--- src/rtl/round_pkg.sv ---
// Shared types and the convergent-rounding helper for the round-robin rounding arbiter.
package round_pkg;

    typedef enum logic {
        IDLE = 1'b0,
        LOCK = 1'b1
    } arb_state_t;

    localparam int N_CH_DEF = 4;
    localparam int CH_W     = $clog2(N_CH_DEF);

    // Round-half-to-even: drop k LSBs with bias 2^(k-1)-1 plus the surviving LSB.
    // Caller zero-extends the operand and truncates the result, so overflow wraps.
    function automatic logic [63:0] conv_round(input logic [63:0] x, input logic [5:0] k);
        logic [63:0] bias;
        bias = (64'd1 << (k - 6'd1)) - 64'd1 + {63'd0, x[k]};
        return (x + bias) >> k;
    endfunction

endpackage

--- src/rtl/round_stage.sv ---
// Output register: convergent rounding of the captured sample plus its channel tag and valid.
module round_stage
    import round_pkg::*;
#(
    parameter int W_IN    = 32,
    parameter int W_OUT   = 16,
    parameter int CH_BITS = 2
) (
    input  logic               clk,
    input  logic               rst_n,
    input  logic               en,
    input  logic [W_IN-1:0]    s1_data,
    input  logic [CH_BITS-1:0] s1_ch,
    input  logic               s1_vld,
    output logic [W_OUT-1:0]   o_data,
    output logic [CH_BITS-1:0] o_ch,
    output logic               o_vld
);

    localparam logic [5:0] K = 6'(W_IN - W_OUT);

    logic [W_OUT-1:0]   data_q, data_d;
    logic [CH_BITS-1:0] ch_q, ch_d;
    logic               vld_q, vld_d;

    always_comb begin
        data_d = data_q;
        ch_d   = ch_q;
        vld_d  = vld_q;
        if (en) begin
            data_d = W_OUT'(conv_round(64'(s1_data), K));
            ch_d   = s1_ch;
            vld_d  = s1_vld;
        end
    end

    always_ff @(posedge clk or negedge rst_n) begin
        if (!rst_n) begin
            data_q <= '0;
            ch_q   <= '0;
            vld_q  <= 1'b0;
        end else begin
            data_q <= data_d;
            ch_q   <= ch_d;
            vld_q  <= vld_d;
        end
    end

    assign o_data = data_q;
    assign o_ch   = ch_q;
    assign o_vld  = vld_q;

endmodule

--- src/rtl/round_arbiter.sv ---
// Round-robin burst arbiter feeding a shared convergent-rounding stage under valid/ready.
module round_arbiter
    import round_pkg::*;
#(
    parameter int N_CH  = 4,
    parameter int W_IN  = 32,
    parameter int W_OUT = 16,
    parameter int BURST = 4
) (
    input  logic                     clk,
    input  logic                     rst_n,
    input  logic [N_CH*W_IN-1:0]     i_data,
    input  logic [N_CH-1:0]          i_vld,
    output logic [N_CH-1:0]          o_rdy,
    output logic [W_OUT-1:0]         o_data,
    output logic [$clog2(N_CH)-1:0]  o_ch,
    output logic                     o_vld,
    input  logic                     i_rdy
);

    localparam int SEL_W = $clog2(N_CH);
    localparam int CNT_W = $clog2(BURST + 1);

    arb_state_t        state_q, state_d;
    logic [SEL_W-1:0]  ptr_q, ptr_d;
    logic [SEL_W-1:0]  owner_q, owner_d;
    logic [CNT_W-1:0]  cnt_q, cnt_d;
    logic              adv;
    logic              hit_vld;
    logic [SEL_W-1:0]  hit_ch;
    logic              gnt_vld;
    logic [SEL_W-1:0]  gnt_ch;
    logic [W_IN-1:0]   lane [N_CH];
    logic [W_IN-1:0]   s1_data_q, s1_data_d;
    logic [SEL_W-1:0]  s1_ch_q, s1_ch_d;
    logic              s1_vld_q, s1_vld_d;

    function automatic logic [SEL_W-1:0] next_ch(input logic [SEL_W-1:0] c);
        return (int'(c) == N_CH - 1) ? '0 : c + SEL_W'(1);
    endfunction

    for (genvar g = 0; g < N_CH; g++) begin : g_lane
        assign lane[g] = i_data[g*W_IN +: W_IN];
    end

    assign adv = !o_vld || i_rdy;

    // Rotating priority encoder: first valid channel at or after ptr, with wrap.
    always_comb begin
        int               idx;
        logic [SEL_W-1:0] idx_sel;
        hit_vld = 1'b0;
        hit_ch  = '0;
        idx     = 0;
        idx_sel = '0;
        for (int i = 0; i < N_CH; i++) begin
            idx = int'(ptr_q) + i;
            if (idx >= N_CH) idx = idx - N_CH;
            idx_sel = SEL_W'(idx);
            if (!hit_vld && i_vld[idx_sel]) begin
                hit_vld = 1'b1;
                hit_ch  = idx_sel;
            end
        end
    end

    always_comb begin
        state_d = state_q;
        ptr_d   = ptr_q;
        owner_d = owner_q;
        cnt_d   = cnt_q;
        gnt_vld = 1'b0;
        gnt_ch  = '0;
        if (rst_n && adv) begin
            case (state_q)
                IDLE: begin
                    if (hit_vld) begin
                        gnt_vld = 1'b1;
                        gnt_ch  = hit_ch;
                        if (BURST > 1) begin
                            state_d = LOCK;
                            owner_d = hit_ch;
                            cnt_d   = CNT_W'(1);
                        end else begin
                            ptr_d = next_ch(hit_ch);
                        end
                    end
                end
                LOCK: begin
                    if (i_vld[owner_q]) begin
                        gnt_vld = 1'b1;
                        gnt_ch  = owner_q;
                        cnt_d   = cnt_q + CNT_W'(1);
                        if (cnt_d == CNT_W'(BURST)) begin
                            ptr_d   = next_ch(owner_q);
                            state_d = IDLE;
                            cnt_d   = '0;
                        end
                    end else begin
                        // Owner went idle: this cycle is the release bubble.
                        ptr_d   = next_ch(owner_q);
                        state_d = IDLE;
                        cnt_d   = '0;
                    end
                end
                default: state_d = IDLE;
            endcase
        end
    end

    always_comb begin
        o_rdy = '0;
        if (gnt_vld) o_rdy[gnt_ch] = 1'b1;
    end

    always_comb begin
        s1_data_d = s1_data_q;
        s1_ch_d   = s1_ch_q;
        s1_vld_d  = s1_vld_q;
        if (adv) begin
            s1_data_d = lane[gnt_ch];
            s1_ch_d   = gnt_ch;
            s1_vld_d  = gnt_vld;
        end
    end

    always_ff @(posedge clk or negedge rst_n) begin
        if (!rst_n) begin
            state_q  <= IDLE;
            ptr_q    <= '0;
            owner_q  <= '0;
            cnt_q    <= '0;
            s1_ch_q  <= '0;
            s1_vld_q <= 1'b0;
        end else begin
            state_q  <= state_d;
            ptr_q    <= ptr_d;
            owner_q  <= owner_d;
            cnt_q    <= cnt_d;
            s1_ch_q  <= s1_ch_d;
            s1_vld_q <= s1_vld_d;
        end
    end

    // Sample payload is qualified by s1_vld_q and needs no reset.
    always_ff @(posedge clk) begin
        s1_data_q <= s1_data_d;
    end

    round_stage #(
        .W_IN   (W_IN),
        .W_OUT  (W_OUT),
        .CH_BITS(SEL_W)
    ) u_stage (
        .clk    (clk),
        .rst_n  (rst_n),
        .en     (adv),
        .s1_data(s1_data_q),
        .s1_ch  (s1_ch_q),
        .s1_vld (s1_vld_q),
        .o_data (o_data),
        .o_ch   (o_ch),
        .o_vld  (o_vld)
    );

endmodule
--- config.mk ---
export PLATFORM = sky130hd
export DESIGN_NAME = round_arbiter
export DESIGN_NICKNAME = d
export VERILOG_FILES = /design/src/rtl/round_pkg.sv /design/src/rtl/round_stage.sv /design/src/rtl/round_arbiter.sv
export SDC_FILE = /design/constraint.sdc
export NUM_CORES = 1
export LEC_CHECK = 0
export ABC_AREA = 1
export ABC_CLOCK_PERIOD_IN_PS = 4800
export CAP_MARGIN = 20
export CORE_MARGIN = 2
export CORE_UTILIZATION = 50
export DETAILED_ROUTE_END_ITERATION = 16
export GPL_TIMING_DRIVEN = 0
export HOLD_SLACK_MARGIN = 0.15
export MAX_ROUTING_LAYER = met4
export PLACE_DENSITY = 0.87
export REMOVE_ABC_BUFFERS = 1
export SLEW_MARGIN = 20
export SYNTH_ARGS = -nofsm -noshare
export SYNTH_HDL_FRONTEND = slang
export SYNTH_SLANG_ARGS = --single-unit
--- constraint.sdc ---
create_clock -name clk -period 4.8 [get_ports clk]
set_input_delay 1.44 -clock clk [delete_from_list [all_inputs] [get_ports clk]]
set_output_delay 1.44 -clock clk [all_outputs]
set_load 0.03 [all_outputs]
==> results of run 1 <==
## cell usage after synthesis
cell type | instances | share of area
nand2_4 | 1 | 0.0023
nand2_1 | 345 | 0.26
o21ai_0 | 24 | 0.024
nand3_2 | 2 | 0.0040
nor3_2 | 1 | 0.0020
nor2b_1 | 1 | 0.0013
nor2_2 | 1 | 0.0013
edfxtp_1 | 32 | 0.19
o31ai_1 | 1 | 0.0015
buf_2 | 14 | 0.014
nand4_1 | 7 | 0.0088
o21a_1 | 2 | 0.0030
a21o_1 | 6 | 0.0090
nand3_1 | 98 | 0.098
o211ai_1 | 3 | 0.0045
buf_1 | 4 | 0.0030
o21ai_1 | 5 | 0.0050
ha_1 | 19 | 0.048
buf_4 | 3 | 0.0045
a211o_1 | 1 | 0.0018
dfrtp_1 | 30 | 0.15
inv_1 | 54 | 0.041
nor2_8 | 1 | 0.0040
nor3b_1 | 1 | 0.0015
clkbuf_1 | 5 | 0.0038
a21oi_1 | 17 | 0.017
nor3_1 | 10 | 0.010
xor2_1 | 6 | 0.011
nor2_4 | 1 | 0.0023
nor2_1 | 42 | 0.032
inv_2 | 8 | 0.0060
buf_6 | 5 | 0.011
o21bai_1 | 2 | 0.0030
nand2_2 | 5 | 0.0063
a31oi_1 | 3 | 0.0038
xnor2_1 | 3 | 0.0053
nor4_1 | 1 | 0.0013
nand3b_1 | 2 | 0.0030
## registers in the layout, summed over array words and instances (netlist names)
register and count:
s1_vld_q 1, cnt_q 3, u_stage.o_data 16, owner_q 2
u_stage.o_ch 2, state_q 1, s1_ch_q 2, s1_data_q 32
u_stage.o_vld 1, ptr_q 2
## through the flow
| stage | setup WS, ns | instance area [µm²] | hold WS (ns) | TNS (ns) |
|---|---|---|---|---|
| final | 0.175 | 7300 | 0.454 | 0 |
| after global routing | 0.0868 | 7300 | 0.500 | 0 |
| after CTS | -0.00278 | 7070 | 0.446 | -0.00278 |
| after detailed placement | -2.60 | 6590 | 0.431 | -36.19 |
| after global placement | -4.63 | 6540 | 0.427 | -110.08 |
| after floorplan | -1.98 | 4810 | 0.420 | -23.28 |
## kinds of logic after synthesis
| logic type | count (synthesis) |
|---|---|
| simple gates | 519 |
| buf+inv | 93 |
| compound gates | 64 |
| flops | 62 |
| fa+ha+maj | 19 |
| xor+xnor | 9 |
## area by class of cell
cell class                      count  area, µm²
Clock buffer                       13        201
Clock inverter                      3       20.0
Fill cell                         761       2430
Inverter                           62        272
Multi-Input combinational cell    617       3040
Sequential cell                    62       1710
Tap cell                          133        166
Timing Repair Buffer              188       1870
Timing Repair inverter              2       20.0
## report_power, final
part,total (mW),switching (mW),internal [mW]
combinational,2.97,1.88,1.10
clock,0.487,0.208,0.279
sequential,1.10,0.199,0.903
total,4.56,2.28,2.28
## final timing paths
kind / endpoint / start
max: o_rdy[0] / i_rdy
min: u_stage.o_vld / s1_vld_q
max reg2reg: s1_data_q[31] / ptr_q[0]
min reg2reg: u_stage.o_vld / s1_vld_q
max in group asynchronous: cnt_q[1] / rst_n
min in group asynchronous: cnt_q[2] / rst_n
## critical path: cells and delay by family
kind,cells,cell delay [ns]
buf+inv,4,0.75
simple gates,6,0.98
## per-layer routing
| metal | routed length [µm] | up-vias | global-route usage |
|---|---|---|---|
| li1 | - | 2853 | - |
| met1 | 6620 | 2480 | 0.382 |
| met2 | 7520 | 295 | 0.483 |
| met3 | 1470 | 47 | 0.0501 |
| met4 | 416 | 0 | 0.106 |
| met5 | 0 | - | - |
## cells in the final DEF (no fill, tap or decap), types with 3 or more instances in the layout
cell type	count
inv_2	7
o21ai_1	5
ha_1	19
clkdlybuf4s50_1	147
nor2_4	5
a31oi_1	3
buf_6	3
clkbuf_8	11
nor2_1	39
dlygate4sd2_1	3
nand3_2	6
nor3_1	9
dfrtp_1	30
inv_1	53
nand2_4	6
nand3_1	94
buf_4	29
nand2_2	6
edfxtp_1	32
nand2_1	340
xor2_1	6
o211ai_1	3
nand4_1	7
a21oi_1	17
xnor2_1	3
o21ai_0	23
clkbuf_16	3
a21o_1	6
## what timing repair did
item                                    in CTS  in global routing
endpoints found under the setup margin      38                  4
pin swaps                                    8                 11
hold endpoints to repair                     0                  0
cloned                                       8                  2
resized for setup                           44                 25
buffers inserted                            14                 14
==> results.sh, run 1 <==
export IMPL_crit_slowest_cell="dlygate4sd2_1"
export IMPL_grt_pass1_vias=5438
export IMPL_finalNonFillerCells=1080
export IMPL_synth_compound_area_share=0.0727
export IMPL_yosysSeqAreaShare=0.343
export IMPL_fin_crit_ns=4.62
export IMPL_power_density_nw_per_um2=625
export IMPL_crit_path_max_incr_delay_ns=0.29
export IMPL_drt_initial_drc_count=472
export IMPL_hold_buffers=0
export IMPL_crit_required_ns=3.36
export IMPL_numCtsBuffers=9
export IMPL_dieWidth_um=104
export IMPL_reg2reg_depth=13
export IMPL_total_power_mw=4.56
export IMPL_area_delta_synth_final_pct=46.4
export IMPL_io_buffers=157
export IMPL_io_pins=158
export IMPL_vdd_ir_drop_max_mv=0.280
export IMPL_post_place_cells=1026
export IMPL_yosys_mux_area_fraction=0
export IMPL_dp_hpwl_um=9180
export IMPL_hold_path_class="reg -> reg"
export IMPL_totalWireLength_um=16000
export IMPL_final_hold_viol_count=0
export IMPL_grt_first_pass_wirelength_um=25500
export IMPL_ctsRootBufferMaster="clkbuf_8"
export IMPL_synth_seq_cells=62
export IMPL_path_clk_slew_ns=0.06
export IMPL_grt_max_degree=36
export IMPL_initial_core_util=0.513
export IMPL_routedWlPerCell_um=14.9
export IMPL_critPathKind="in -> out"
export IMPL_final_core_util=0.750
export IMPL_routabilityCongestion=0.912
export IMPL_arrival_ns=3.18
export IMPL_period_share=0.964
export IMPL_cp_max_fo=25
export IMPL_crit_top_cell="nand2_1"
export IMPL_grt_usage=0.299
export IMPL_rows=36
export IMPL_tightest_slew_ns=0.818
export IMPL_die_area_um2=10800
export IMPL_layout_drive_gt1_share=0.0993
export IMPL_synthAdderAreaFrac=0.0477
export IMPL_ant_nets=0
export IMPL_setup_viol=0
export IMPL_clk_latency_ns=0.35
export IMPL_drc=0
export IMPL_vias=5675
export IMPL_tritoncts="yes"
export IMPL_start_kind="input port"
export IMPL_rsz0062_at_grt="no"
export IMPL_drv_cap=0
export IMPL_cts_buffer_depth=2
export IMPL_htreeDepth=3
export IMPL_min_delay_path_depth=2
export IMPL_crit_chain="dlygate4sd2_1 > nor2_4 > inv_12 > nand2_1 > nor2_1 > nand2_1 > nand2_8 > buf_6 > nor3_2 > buf_4"
export IMPL_viasPerCell=5.25
export IMPL_cp_end_kind="primary output"
export IMPL_fmax_mhz=216
export IMPL_yosys_area_share_simple=0.437
export IMPL_synth_cell_type_count=38
export IMPL_outcome="finished, final reports clean"
export IMPL_p_leak_nw=3.56
export IMPL_core_um2=9730
export IMPL_die_y_um=104
export IMPL_synth_area_per_cell_um2=6.51
export IMPL_final_nets=1096
export IMPL_antenna_cells=0
export IMPL_antenna_found_initial=0
export IMPL_reg2reg_slack_ns=1.67
export IMPL_slew_viol_final=0
export IMPL_skew_ns=0.0105
export IMPL_synth_top_family_by_area="simple AND/OR/NAND/NOR gates"
export IMPL_gr_total_overflow=0
export IMPL_yosys_area_share_xor_xnor=0.0158
export IMPL_relSlewSlack=0.455
export IMPL_dr_pass1_iters=6
export IMPL_clock_sinks=62
export IMPL_synthCells=766
export IMPL_synth_cell_area_um2=4990
export IMPL_synth_warnings=0
(Power assumes the default switching activity.)
==> inputs of run 2 (changes only) <==
- SLEW_MARGIN: 20 -> 10
==> run 2 against run 1 <==
- global-route usage up 1.9 points
- via count down 0.33%
- combinational power about the same
- critical path depth up 3
- cell area down 1.1%
- fmax down 2.1%
- clock-buffer cell count down 1
- sequential share of layout area up 0.26 points
- first-iteration DRC count down 10%
==> results.sh, run 2 (synthesis results as in run 1) <==
export IMPL_outcome="finished, final reports clean"
export IMPL_timing_hold_ws_ns=0.446
export IMPL_layout_commonest_cell="nand2_1"
export IMPL_final_core_util=0.742
export IMPL_path_clk_slew_ns=0.06
export IMPL_io_buffers=157
export IMPL_routabilityCongestion=0.912
export IMPL_grt_first_pass_wirelength_um=26900
export IMPL_htreeDepth=3
export IMPL_reg2reg_slack_ns=1.90
export IMPL_vdd_ir_drop_max_mv=0.256
export IMPL_post_place_cells=1027
export IMPL_finalNonFillerCells=1073
export IMPL_period_share=0.984
export IMPL_fin_crit_ns=4.73
export IMPL_fill_cells=772
export IMPL_ctsRootBufferMaster="clkbuf_8"
export IMPL_vias=5656
export IMPL_final_hold_viol_count=0
export IMPL_start_kind="input port"
export IMPL_cp_end_kind="primary output"
export IMPL_initial_core_util=0.513
export IMPL_cts_buffer_depth=2
export IMPL_critPathKind="in -> out"
export IMPL_area_delta_synth_final_pct=44.7
export IMPL_antenna_cells=0
export IMPL_viasPerCell=5.27
export IMPL_grt_pass1_vias=5573
export IMPL_rows=36
export IMPL_tightest_slew_ns=0.725
export IMPL_layout_drive_gt1_share=0.0851
export IMPL_grt_usage=0.318
export IMPL_core_um2=9730
export IMPL_die_area_um2=10800
export IMPL_setup_viol=0
export IMPL_power_density_nw_per_um2=632
export IMPL_drv_cap=0
export IMPL_gr_total_overflow=0
export IMPL_most_common_layout_cells="344 x nand2_1, 147 x clkdlybuf4s50_1, 95 x nand3_1"
export IMPL_routedWlPerCell_um=15.0
export IMPL_skew_ns=0.00809
export IMPL_largest_register="s1_data_q"
export IMPL_fmax_mhz=212
export IMPL_slew_viol_final=0
export IMPL_largest_reg_flops=32
export IMPL_finalSetupTns_ns=0
export IMPL_drc=0
export IMPL_hold_buffers=0
export IMPL_io_pins=158
export IMPL_antenna_found_initial=0
export IMPL_cp_max_fo=6
export IMPL_dp_hpwl_um=9340
export IMPL_grt_max_degree=36
export IMPL_totalWireLength_um=16100
export IMPL_drt_initial_drc_count=423
export IMPL_relSlewSlack=0.516
export IMPL_clk_latency_ns=0.35
export IMPL_hold_path_class="reg -> reg"
export IMPL_clock_sinks=62
export IMPL_final_nets=1089
export IMPL_arrival_ns=3.29
export IMPL_numCtsBuffers=9
export IMPL_die_y_um=104
export IMPL_dieWidth_um=104
export IMPL_tritoncts="yes"
export IMPL_dr_pass1_iters=7
export IMPL_crit_required_ns=3.36
export IMPL_ant_nets=0
export IMPL_p_leak_nw=3.50
==> run 2: layout make-up <==
class	instances	area, µm²	area share
multi-input combinational	618	3020	0.419
timing repair buffer	181	1840	0.255
sequential	62	1710	0.237
inverter	62	260	0.0360
clock buffer	12	178	0.0246
tap	133	166	0.0231
clock inverter	4	26.3	0.00364
timing repair inverter	1	8.76	0.00121
==> run 2: per-layer routing <==
metal  global-route usage  wire length (µm)  up-vias
met2                0.522              7700      253
li1                     -                 -     2834
met1                0.408              6890     2532
met3               0.0426              1150       37
met4                0.105               371        0
met5                    -                 0        -
==> run 2: what timing repair did <==
item,4_1_cts,5_1_grt
gates resized for setup,51,9
pin swaps,8,6
gates cloned,11,0
setup endpoints to repair,38,4
setup buffers,17,2
==> run 2: stage by stage <==
| stage | worst slack (ns) | area [µm²] | total power, mW |
|---|---|---|---|
| floorplan | -1.98 | 4810 | 2.84 |
| global placement | -4.63 | 6540 | 3.58 |
| detailed placement | -2.73 | 6600 | 3.65 |
| CTS | 0.118 | 7190 | 4.45 |
| global route | -0.0159 | 7220 | 4.95 |
| finish | 0.0749 | 7220 | 4.57 |
==> run 2: critical path, cell delays in order <==
cell           delay (ns)
dlygate4sd2_1        0.23
inv_1                0.05
nand2_1              0.08
nand2_1              0.07
nand2_1              0.11
o21ai_2              0.13
o211ai_1             0.35
nand3_4              0.19
buf_16               0.18
nand2_8              0.12
inv_2                0.06
nor2_1               0.10
buf_4                0.16
==> run 2: worst paths after layout <==
kind / from / end / depth (start not counted)
max in group asynchronous: rst_n / cnt_q[1] / 1
max: i_vld[1] / o_rdy[1] / 13
min: s1_vld_q / u_stage.o_vld / 2
min reg2reg: s1_vld_q / u_stage.o_vld / 2
max reg2reg: ptr_q[0] / s1_data_q[11] / 18
min in group asynchronous: rst_n / ptr_q[0] / 1
==> run 2: where the power goes <==
part | switching [mW] | total [mW] | leakage [nW] | internal [mW]
logic | 1.86 | 2.99 | 2.70 | 1.13
clock network | 0.209 | 0.458 | 0.103 | 0.249
registers | 0.214 | 1.12 | 0.700 | 0.903
total | 2.28 | 4.57 | 3.50 | 2.28
